==> config.mk <==
export PLATFORM = sky130hd
export DESIGN_NAME = regfile_wb_arbiter
export DESIGN_NICKNAME = d
export VERILOG_FILES = /design/src/rtl/regfile_wb_arbiter.sv
export SDC_FILE = /design/constraint.sdc
export NUM_CORES = 1
export LEC_CHECK = 0
export BUFFER_PORTS_ARGS = -buffer_cell sky130_fd_sc_hd__buf_4
export CAP_MARGIN = 20
export CORE_MARGIN = 2
export CORE_UTILIZATION = 35
export CTS_BUF_LIST = sky130_fd_sc_hd__clkbuf_8 sky130_fd_sc_hd__clkbuf_16
export DETAILED_ROUTE_END_ITERATION = 8
export HOLD_SLACK_MARGIN = 0.02
export PLACE_DENSITY_LB_ADDON = 0.12
export RECOVER_POWER = 100
export SLEW_MARGIN = 25
export SYNTH_ARGS = -nofsm -noshare
export SYNTH_HDL_FRONTEND = slang
export SYNTH_SLANG_ARGS = --single-unit
==> constraint.sdc <==
create_clock -name clk -period 1.45 [get_ports clk]
set_clock_uncertainty 0.1 [all_clocks]
set_input_delay 0.0725 -clock clk [delete_from_list [all_inputs] [get_ports clk]]
set_output_delay 0.0725 -clock clk [all_outputs]
set_load 0.05 [all_outputs]
==> src/rtl/regfile_wb_arbiter.sv <==
// Register-file write-port arbiter (pipeline WB vs. long-latency unit) with a busy scoreboard.
// Optional starvation guard for the long-latency path: define REGFILE_ARB_STARVE_GUARD_EN.
module regfile_wb_arbiter #(
  parameter int unsigned STARVE_LIMIT = 4
) (
  input  logic        clk,
  input  logic        reset_n,
  input  logic        wb_valid,
  input  logic [4:0]  wb_addr,
  input  logic [31:0] wb_data,
  output logic        wb_ready,
  input  logic        lu_valid,
  input  logic [4:0]  lu_addr,
  input  logic [31:0] lu_data,
  output logic        lu_ready,
  input  logic        issue_valid,
  input  logic [4:0]  issue_rd,
  input  logic [4:0]  dec_rs1,
  input  logic [4:0]  dec_rs2,
  input  logic [4:0]  dec_rd,
  output logic        dec_stall,
  output logic        rf_wr_en,
  output logic [4:0]  rf_wr_addr,
  output logic [31:0] rf_data_in
);

  localparam int unsigned AW   = 5;
  localparam int unsigned DW   = 32;
  localparam int unsigned NREG = 32;
  localparam int unsigned CW   = 4;

  if (STARVE_LIMIT < 1 || STARVE_LIMIT > 15) begin : g_bad_limit
    $error("regfile_wb_arbiter: STARVE_LIMIT out of range 1..15");
  end

  logic            force_lu;
  logic            gnt_wb;
  logic            gnt_lu;
  logic [NREG-1:0] busy;
  logic [NREG-1:0] busy_nxt;

`ifdef REGFILE_ARB_STARVE_GUARD_EN
  logic [CW-1:0] starve_cnt;

  // Counts consecutive denied cycles of a pending LU write; any grant or idle clears it.
  always_ff @(posedge clk or negedge reset_n) begin
    if (!reset_n) begin
      starve_cnt <= '0;
    end else if (lu_valid && !lu_ready) begin
      if (starve_cnt != CW'(STARVE_LIMIT)) starve_cnt <= starve_cnt + CW'(1);
    end else begin
      starve_cnt <= '0;
    end
  end

  assign force_lu = lu_valid && (starve_cnt == CW'(STARVE_LIMIT));
`else
  assign force_lu = 1'b0;
`endif

  // Grant selection; reset holds the port idle regardless of requests.
  always_comb begin
    wb_ready = 1'b1;
    lu_ready = 1'b0;
    gnt_wb   = 1'b0;
    gnt_lu   = 1'b0;
    if (reset_n) begin
      if (force_lu) begin
        gnt_lu   = 1'b1;
        wb_ready = 1'b0;
        lu_ready = 1'b1;
      end else if (wb_valid) begin
        gnt_wb = 1'b1;
      end else if (lu_valid) begin
        gnt_lu   = 1'b1;
        lu_ready = 1'b1;
      end
    end
  end

  // Write port mux; x0 writes complete the handshake but never enable the write.
  always_comb begin
    rf_wr_en   = 1'b0;
    rf_wr_addr = '0;
    rf_data_in = '0;
    if (gnt_wb) begin
      rf_wr_en   = (wb_addr != AW'(0));
      rf_wr_addr = wb_addr;
      rf_data_in = wb_data;
    end else if (gnt_lu) begin
      rf_wr_en   = (lu_addr != AW'(0));
      rf_wr_addr = lu_addr;
      rf_data_in = lu_data;
    end
  end

  // Scoreboard next state: clear applied first so a same-cycle set wins.
  always_comb begin
    busy_nxt = busy;
    if (gnt_lu && lu_addr != AW'(0)) busy_nxt[lu_addr] = 1'b0;
    if (issue_valid && issue_rd != AW'(0)) busy_nxt[issue_rd] = 1'b1;
    busy_nxt[0] = 1'b0;
  end

  always_ff @(posedge clk or negedge reset_n) begin
    if (!reset_n) begin
      busy <= '0;
    end else begin
      busy <= busy_nxt;
    end
  end

  assign dec_stall = busy[dec_rs1] | busy[dec_rs2] | busy[dec_rd];

  logic unused_dw;
  assign unused_dw = (DW == 32);

endmodule

==> results.ini, run 1 <==
[logic_synthesis]
yosys-top-cells-count = 56 x o21ai_0, 37 x a22o_1, 31 x dfrtp_1
synth_cell_types = 38
synth_seq_cells = 31
postSynth.asyncResetShare_pct = 100
synthFlopType = dfrtp_1
yosys.area.top_type = dfrtp_1
synth_area_leaders = dfrtp_1 30%, a22o_1 13%, mux4_1 12%, o21ai_0 11%, mux4_2 6.1%
synth_area_mm2 = 0.00258
seq_area_frac_synth_pct = 30.1
synth_cells = 256
ys_warn_count = 0
syn_nets = 355
yosys.cell_count.top_type = o21ai_0
avgSynthCellArea_um2 = 10.1
synth_top_area_share_pct = 30.1
synth-edff-count = 0

[clock_tree]
htree_levels = 2
cts_tree = built
cts_root_buf = clkbuf_8
clock-sinks = 31
cts_buffer_depth = 2
cts_buffers = 5
clk_pin_slew_ns = 0.06
clk_latency_ns = 0.28

[global_route]
grtUsageTotal_pct = 22.6
antenna_found_initial = 0
grt_max_degree = 32
grt_overflow = 0
grt_first_pass_wirelength_mm = 14.8
grt_pass1_vias = 2902

[power_and_ir_drop]
power_density_mw_per_mm2 = 916
leakagePower_nw = 1.75
peakVddDrop_v = 0.000348
p_total_w = 0.00356

[die]
row_count = 31
die-area_mm2 = 0.00807
ioPinCount = 140
start_util_pct = 35.9
fp.dieW_um = 89.8
die_y_um = 89.8
coreArea_mm2 = 0.00718

[detailed_routing]
viasPerCell = 5.58
drt-total-wl_mm = 9.06
dr.pass1.iters = 4
vias = 2823
drc = 0
postRouteAntennaNets = 0
wire_per_inst_um = 17.9
dr.first_iter.drc_count = 130

[layout]
top_regs = busy: 31 flops
regMostFlops = busy
final_cell_area_mm2 = 0.00388
drive_gt1_share_pct = 47.9
largest_reg_flops = 31
insertedDiodeCount = 0
fin_nets = 505
stdcell_count = 506
fillers = 681
syn_to_final_growth_pct = 50.7

[sta]
max_slew_margin_pct = 48.5
layout_worst_path_cycle_share_pct = 143
max_freq_ghz = 0.483
hold_viol = 0
setup_viol = 1
timing.hold.ws_ns = 0.0568
grt_setup_unrepaired = true
finalWorstSetupSlack_ns = -0.620
min_period_ns = 2.07
worst_slew_pin_slew_ns = 0.773
drv_slew = 0

[critical_path]
cp_max_fo = 4
critPathMaxStageDelay_ns = 0.50
criticalPathCategory = reg2out
timing.rr.start = busy[13]$_DFF_PN0_
worstPathRequired_ns = 1.28
arrival_ns = 1.90
timing.rr.end = busy[13]$_DFF_PN0_
worstPathCellList = mux4_2 > nand3b_1 > a21oi_1 > nor3_1 > nand4_1 > buf_6
reg2regPathDepth = 3
worstSetupStartpoint = busy[13]$_DFF_PN0_
setup.worst_path.end_class = output port
setup.worst_path.start_class = flip-flop
crit_path_top_delay_cell = mux4_2
ff2ff_setup_slack_ns = 0.49
crit_path_end = dec_stall

[run]
max-cap-violations = 0

[placement]
port_buffers = 138
dp_cells = 495
hpwl_mm = 7.45
place_area_mm2 = 0.00379
place.gp.congestion = 0.861

[worst_hold_path]
hold_class = in2reg

[status]
violations = negative setup slack
outcome = complete, but fails checks

==> power breakdown <==
group | switching [W] | total [W] | internal [W]
Combinational | 0.000735 | 0.00152 | 0.000786
Sequential | 0.000230 | 0.00130 | 0.00107
Clock | 0.000308 | 0.000734 | 0.000426
==> cell families (layout without fill, tap and decap cells) <==
family,count (synthesis),after routing,synth area share [%]
compound gates,112,112,27.8
buf+inv,22,173,4.90
flops,31,31,30.1
mux,32,32,23.6
other cells,1,1,0.145
simple gates,58,58,13.4
==> worst min-delay path by stage <==
stage	from	endpoint	slack, ns	cells after the start
2_1_floorplan	reset_n	busy[10]$_DFF_PN0_	-0.32	0
3_3_place_gp	reset_n	busy[24]$_DFF_PN0_	0.05	2
3_5_place_dp	reset_n	busy[24]$_DFF_PN0_	0.05	2
4_1_cts	issue_rd[4]	busy[23]$_DFF_PN0_	0.06	3
5_1_grt	issue_rd[4]	busy[20]$_DFF_PN0_	0.08	3
6_report	issue_rd[4]	busy[22]$_DFF_PN0_	0.06	3
==> per-stage QoR <==
step | setup slack (ns) | TNS (ns) | utilization (%)
floorplan | -0.372 | -0.372 | -
global placement | -0.338 | -0.338 | 52.8
detailed placement | -0.328 | -0.328 | 52.8
CTS | -0.605 | -0.605 | 54.4
global route | -0.768 | -1.58 | 54.1
finish | -0.620 | -0.620 | 54.1
==> layer usage <==
layer,track usage [%],vias to the layer above,wire (µm)
li1,-,1322,-
met2,39.8,132,4740
met4,5.77,0,120
met5,0,-,0
met3,5.28,11,625
met1,27.8,1358,3570
==> layout make-up <==
type,instances,area (µm²),area share [%]
Multi-Input combinational cell,203,1660,42.7
Timing Repair Buffer,164,1220,31.5
Sequential cell,31,776,20.0
Tap cell,99,124,3.19
Clock buffer,7,96.3,2.48
Clock inverter,1,3.75,0.0966
Inverter,1,3.75,0.0966
==> cells in the final DEF (no fill, tap or decap), types with 6 or more instances in the layout <==
master / netlist / layout
nand3_1: 9 / 9
dfrtp_1: 31 / 31
mux2i_1: 8 / 8
clkbuf_8: 0 / 7
nor2_1: 6 / 6
nand3b_1: 7 / 7
a22o_2: 0 / 8
o21ai_0: 56 / 63
buf_4: 1 / 149
mux4_2: 7 / 15
a22o_1: 37 / 29
nand2_1: 8 / 7
==> what timing repair did <==
item | in CTS | in global routing
setup buffers | 1 | 1
endpoints found under the setup margin | 1 | 1
gates cloned | 0 | 0
hold buffers | 1 | 0
hold endpoints to repair | 31 | 0
gates resized for setup | 2 | 0
pin swaps | 1 | 0
==> worst max-delay path, delay by kind of cell (launching register included) <==
family / cells / cell delay, ns
muxes: 1 / 0.50
and+or+nand+nor: 3 / 0.44
DFF: 1 / 0.42
buffers and inverters: 1 / 0.17
AOI/OAI and AO/OA: 1 / 0.07
Power figures use the tool's default switching activity.
==> inputs of run 2 (changes only) <==
Settings changed: GPL_TIMING_DRIVEN set to 0.
==> results.ini, run 2 (synthesis results as in run 1) <==
[detailed_routing]
drt-total-wl_mm = 8.96  ; -1.1%
postRouteAntennaNets = 0  ; unchanged
dr.first_iter.drc_count = 235  ; +81%
vias = 2774  ; -1.7%
viasPerCell = 5.63  ; +0.86%
drc = 0  ; unchanged
wire_per_inst_um = 18.2  ; +1.5%
dr.pass1.iters = 6  ; +2

[critical_path]
reg2regPathDepth = 3  ; unchanged
cp_max_fo = 4  ; unchanged
setup.worst_path.end_class = output port
criticalPathCategory = reg2out
arrival_ns = 1.96  ; +0.06 ns
setup.worst_path.start_class = flip-flop
worstPathRequired_ns = 1.28  ; about the same

[placement]
dp_slack_ns = -0.643  ; -0.315 ns
place.gp.congestion = 0.833  ; -3.3%
port_buffers = 129  ; -6.5%
hpwl_mm = 7.20  ; -3.4%
dp_cells = 484  ; -2.2%

[clock_tree]
clk_latency_ns = 0.28  ; about the same
cts_buffers = 5  ; unchanged
cts_tree = built
cts_root_buf = clkbuf_8
clk_pin_slew_ns = 0.07  ; about the same
htree_levels = 2  ; unchanged
cts_buffer_depth = 2  ; unchanged
clock-sinks = 31  ; unchanged

[die]
die_y_um = 89.8  ; unchanged
coreArea_mm2 = 0.00718  ; unchanged
fp.dieW_um = 89.8  ; unchanged
die-area_mm2 = 0.00807  ; unchanged
row_count = 31  ; unchanged
ioPinCount = 140  ; unchanged
start_util_pct = 35.9  ; unchanged

[sta]
max_freq_ghz = 0.470  ; -2.8%
grt_setup_unrepaired = true
max_slew_margin_pct = 48.5  ; about the same
min_period_ns = 2.13  ; +0.0595 ns
layout_worst_path_cycle_share_pct = 147  ; +4.1 points
finalWorstSetupSlack_ns = -0.679  ; -0.0595 ns
setup_viol = 1  ; unchanged
hold_viol = 0  ; unchanged
drv_slew = 0  ; unchanged
worst_slew_pin_slew_ns = 0.773  ; +0.0000481 ns

[global_route]
grtUsageTotal_pct = 22.2  ; -0.40 points
grt_pass1_vias = 2917  ; +0.52%
grt_first_pass_wirelength_mm = 14.4  ; -2.6%
antenna_found_initial = 0  ; unchanged
grt_max_degree = 32  ; unchanged
grt_overflow = 0  ; unchanged

[layout]
mostFrequentLayoutCells = 129 x buf_4, 63 x o21ai_0, 31 x dfrtp_1
regMostFlops = busy
final_common_cell = buf_4
largest_reg_flops = 31  ; unchanged
syn_to_final_growth_pct = 47.1
fin_nets = 493  ; -2.4%
insertedDiodeCount = 0  ; unchanged
stdcell_count = 493  ; -2.6%
top_regs = busy: 31 flops
drive_gt1_share_pct = 47.0  ; -0.96 points

[worst_hold_path]
hold_class = in2reg
hold_depth = 3  ; unchanged

[status]
outcome = complete, but fails checks
violations = negative setup slack

[power_and_ir_drop]
peakVddDrop_v = 0.000356  ; +2.2%
leakagePower_nw = 1.68  ; -3.6%
power_density_mw_per_mm2 = 918  ; +0.21%

[run]
max-cap-violations = 0  ; unchanged

## run 2: path summary, 6_finish.rpt
check | slack (ns) | endpoint | startpoint
worst max-delay path | -0.68 | dec_stall | busy[30]$_DFF_PN0_
max in group asynchronous | 0.30 | busy[2]$_DFF_PN0_ | reset_n
worst min register to register | 0.47 | busy[9]$_DFF_PN0_ | busy[9]$_DFF_PN0_
min in group asynchronous | 0.46 | busy[29]$_DFF_PN0_ | reset_n
worst max register to register | 0.48 | busy[28]$_DFF_PN0_ | busy[28]$_DFF_PN0_
worst min-delay path | 0.04 | busy[22]$_DFF_PN0_ | issue_rd[4]
## run 2: cell type report
| class | count | area (µm²) |
|---|---|---|
| multi-input cells | 203 | 1680 |
| flip-flops and latches | 31 | 776 |
| plain buffers | 20 | 134 |
| fillers | 663 | 3380 |
| repair buffers | 132 | 991 |
| well taps | 99 | 124 |
| clock inverters | 1 | 5.00 |
| clock buffers | 6 | 82.6 |
| inverters | 1 | 3.75 |
## run 2: worst max-delay path, cell delays in order (launching register included)
cell	delay, ns
dfrtp_1	0.43
mux4_2	0.48
mux2i_1	0.21
o21ai_1	0.08
o22ai_1	0.15
nand4_1	0.13
buf_6	0.18
## run 2: repair_timing
action                     4_1_cts  5_1_grt
setup buffers                    1        0
resized for setup               15        4
hold endpoints to repair        31        0
hold buffers                     2        0
setup endpoints to repair       71        2
gates cloned                     0        0
## run 2: routing by layer
layer  part of all wire [%]  track usage [%]
met1                     39             26.1
met2                     53             40.3
met3                    6.5             4.19
met4                    1.6             7.82
met5                      0                0
## run 2: per-stage QoR
step / utilization, % / total power [W] / TNS, ns / cell area, µm² / hold WS, ns
floorplan: - / 0.00218 / -0.372 / 2560 / -0.323
global placement: 51.0 / 0.00274 / -30.56 / 3660 / -0.0615
detailed placement: 51.0 / 0.00277 / -31.91 / 3660 / -0.0587
CTS: 53.2 / 0.00348 / -0.656 / 3820 / 0.0439
global route: 52.8 / 0.00366 / -2.97 / 3790 / 0.0767
finish: 52.8 / 0.00348 / -0.679 / 3790 / 0.0450
## run 2: power breakdown
group          internal [W]  switching [W]  leakage [nW]
Clock              0.000372       0.000321        0.0470
Sequential          0.00107       0.000247         0.362
Combinational      0.000744       0.000723          1.28
==> inputs of run 3 (changes only) <==
Settings changed: TNS_END_PERCENT set to 5.
==> results.ini, run 3 (synthesis results as in run 1) <==
[global_route]
grt_first_pass_wirelength_mm = 14.4  ; +0.33%
gr-usage-met3_pct = 4.44  ; +0.25 points
met2_usage_pct = 40.5  ; +0.25 points
grt_overflow = 0  ; unchanged
grt_max_degree = 32  ; unchanged
met1_usage_pct = 26.5  ; +0.39 points
busiest_layer = met2
grtUsageTotal_pct = 22.2  ; +0.060 points
grt_pass1_vias = 2861  ; -1.9%
antenna_found_initial = 0  ; unchanged

[detailed_routing]
dr.first_iter.drc_count = 194  ; -17%
drc = 0  ; unchanged
postRouteAntennaNets = 0  ; unchanged
viasPerCell = 5.58  ; -0.76%
drt-total-wl_mm = 8.90  ; -0.64%
vias = 2753  ; -0.76%
dr.pass1.iters = 4  ; -2
wire_per_inst_um = 18.1  ; -0.64%

[die]
start_util_pct = 35.9  ; unchanged
die-area_mm2 = 0.00807  ; unchanged
ioPinCount = 140  ; unchanged
fp.dieW_um = 89.8  ; unchanged
die_y_um = 89.8  ; unchanged
coreArea_mm2 = 0.00718  ; unchanged
row_count = 31  ; unchanged

[placement]
port_buffers = 129  ; unchanged
hpwl_mm = 7.15  ; -0.57%
place.gp.congestion = 0.884  ; +6.2%
dp_slack_ns = -0.605  ; +0.0383 ns

[status]
violations = negative setup slack
outcome = complete, but fails checks

[critical_path]
crit_path_top_delay_cell = mux4_2
arrival_ns = 1.93  ; -0.03 ns
timing.rr.start = busy[29]$_DFF_PN0_
setup.worst_path.start_class = flip-flop
critPathMaxStageDelay_ns = 0.48  ; about the same
path_buf_inv = 1  ; unchanged
worstPathRequired_ns = 1.28  ; about the same
ff2ff_setup_slack_ns = 0.59  ; +0.11 ns
worstPathCellList = mux4_2 > mux2i_1 > nor2b_1 > o22ai_1 > nand4_1 > buf_6
cp_max_fo = 4  ; unchanged
reg2regPathDepth = 2  ; -1
criticalPathCategory = reg2out
critical-path-top-delay-family = multiplexers
timing.rr.end = busy[29]$_DFF_PN0_
setup.worst_path.end_class = output port

[layout]
final_common_cell = buf_4
mostFrequentLayoutCells = 127 x buf_4, 62 x o21ai_0, 37 x a22o_1
largest_reg_flops = 31  ; unchanged
insertedDiodeCount = 0  ; unchanged
fin_nets = 492  ; -0.20%
syn_to_final_growth_pct = 47.0  ; about the same
regMostFlops = busy
top_regs = busy: 31 flops
drive_gt1_share_pct = 43.4  ; -3.6 points

[sta]
hold_viol = 0  ; unchanged
drv_slew = 0  ; unchanged
max_slew_margin_pct = 49.4  ; +0.95 points
min_period_ns = 2.10  ; -0.0245 ns
layout_worst_path_cycle_share_pct = 145  ; -1.7 points
timing.hold.ws_ns = 0.0705  ; +0.0255 ns
grt_setup_unrepaired = true
finalWorstSetupSlack_ns = -0.655  ; +0.0245 ns
max_freq_ghz = 0.475  ; +1.2%
setup_viol = 10  ; +9
worst_slew_pin_slew_ns = 0.759  ; -0.0143 ns

[power_and_ir_drop]
peakVddDrop_v = 0.000424  ; +19%
leakagePower_nw = 1.68  ; -0.19%
power_density_mw_per_mm2 = 961  ; +4.6%

[worst_hold_path]
hold_class = in2reg
hp-start = issue_rd[4]
hold_depth = 3  ; unchanged
min_to = busy[21]$_DFF_PN0_

[clock_tree]
clk_latency_ns = 0.28  ; about the same
cts_buffers = 5  ; unchanged
cts_root_buf = clkbuf_8
cts_tree = built
htree_levels = 2  ; unchanged
cts_setup_buffers = 0  ; -1
clk_pin_slew_ns = 0.07  ; about the same
clock-sinks = 31  ; unchanged
cts_buffer_depth = 2  ; unchanged

[run]
max-cap-violations = 0  ; unchanged

run 3: stage by stage:
step / TNS (ns) / util (%) / cell area, µm² / power, W / cells
global placement: -30.89 / 50.8 / 3640 / 0.00273 / 484
global route: -4.60 / 52.8 / 3790 / 0.00383 / 493
finish: -1.53 / 52.8 / 3790 / 0.00364 / 493
floorplan: -1.17 / - / 2550 / 0.00218 / 256
detailed placement: -32.68 / 50.8 / 3640 / 0.00275 / 484
CTS: -0.639 / 53.3 / 3820 / 0.00365 / 493
run 3: worst reg2reg max path: stages, from the launching register on:
cell     delay (ns)
dfrtp_1        0.42
o21ai_0        0.08
o21ai_0        0.12
run 3: routing by layer:
layer	vias to the layer above	wire length, µm
met1	1332	3500
met2	114	4730
met5	-	0
met3	9	564
met4	0	108
li1	1298	-
run 3: final cells by class:
cell class	instances	area, µm²
plain buffers	20	130
clock buffers	6	82.6
clock inverters	2	35.0
fillers	668	3390
inverters	1	3.75
multi-input cells	203	1650
flip-flops and latches	31	776
well taps	99	124
repair buffers	131	983
run 3: repair_timing:
item	CTS	global route
pin swaps	1	0
setup endpoints to repair	71	2
gates resized for setup	13	1
hold endpoints to repair	31	0
hold buffers	2	0
run 3: how the worst max path moves through the flow:
stage	start	endpoint	slack, ns	cells past startpoint
after CTS	busy[31]$_DFF_PN0_	dec_stall	-0.64	6
after global routing	busy[29]$_DFF_PN0_	dec_stall	-0.71	6
after global placement	reset_n	rf_wr_en	-0.59	7
after detailed placement	reset_n	rf_wr_en	-0.60	7
after floorplan	busy[31]$_DFF_PN0_	dec_stall	-0.37	5
final	busy[31]$_DFF_PN0_	dec_stall	-0.65	6
run 3: power breakdown:
| part | switching [W] | internal, W |
|---|---|---|
| Combinational | 0.000722 | 0.000730 |
| Clock | 0.000330 | 0.000556 |
| Sequential | 0.000228 | 0.00107 |
| Total | 0.00128 | 0.00236 |
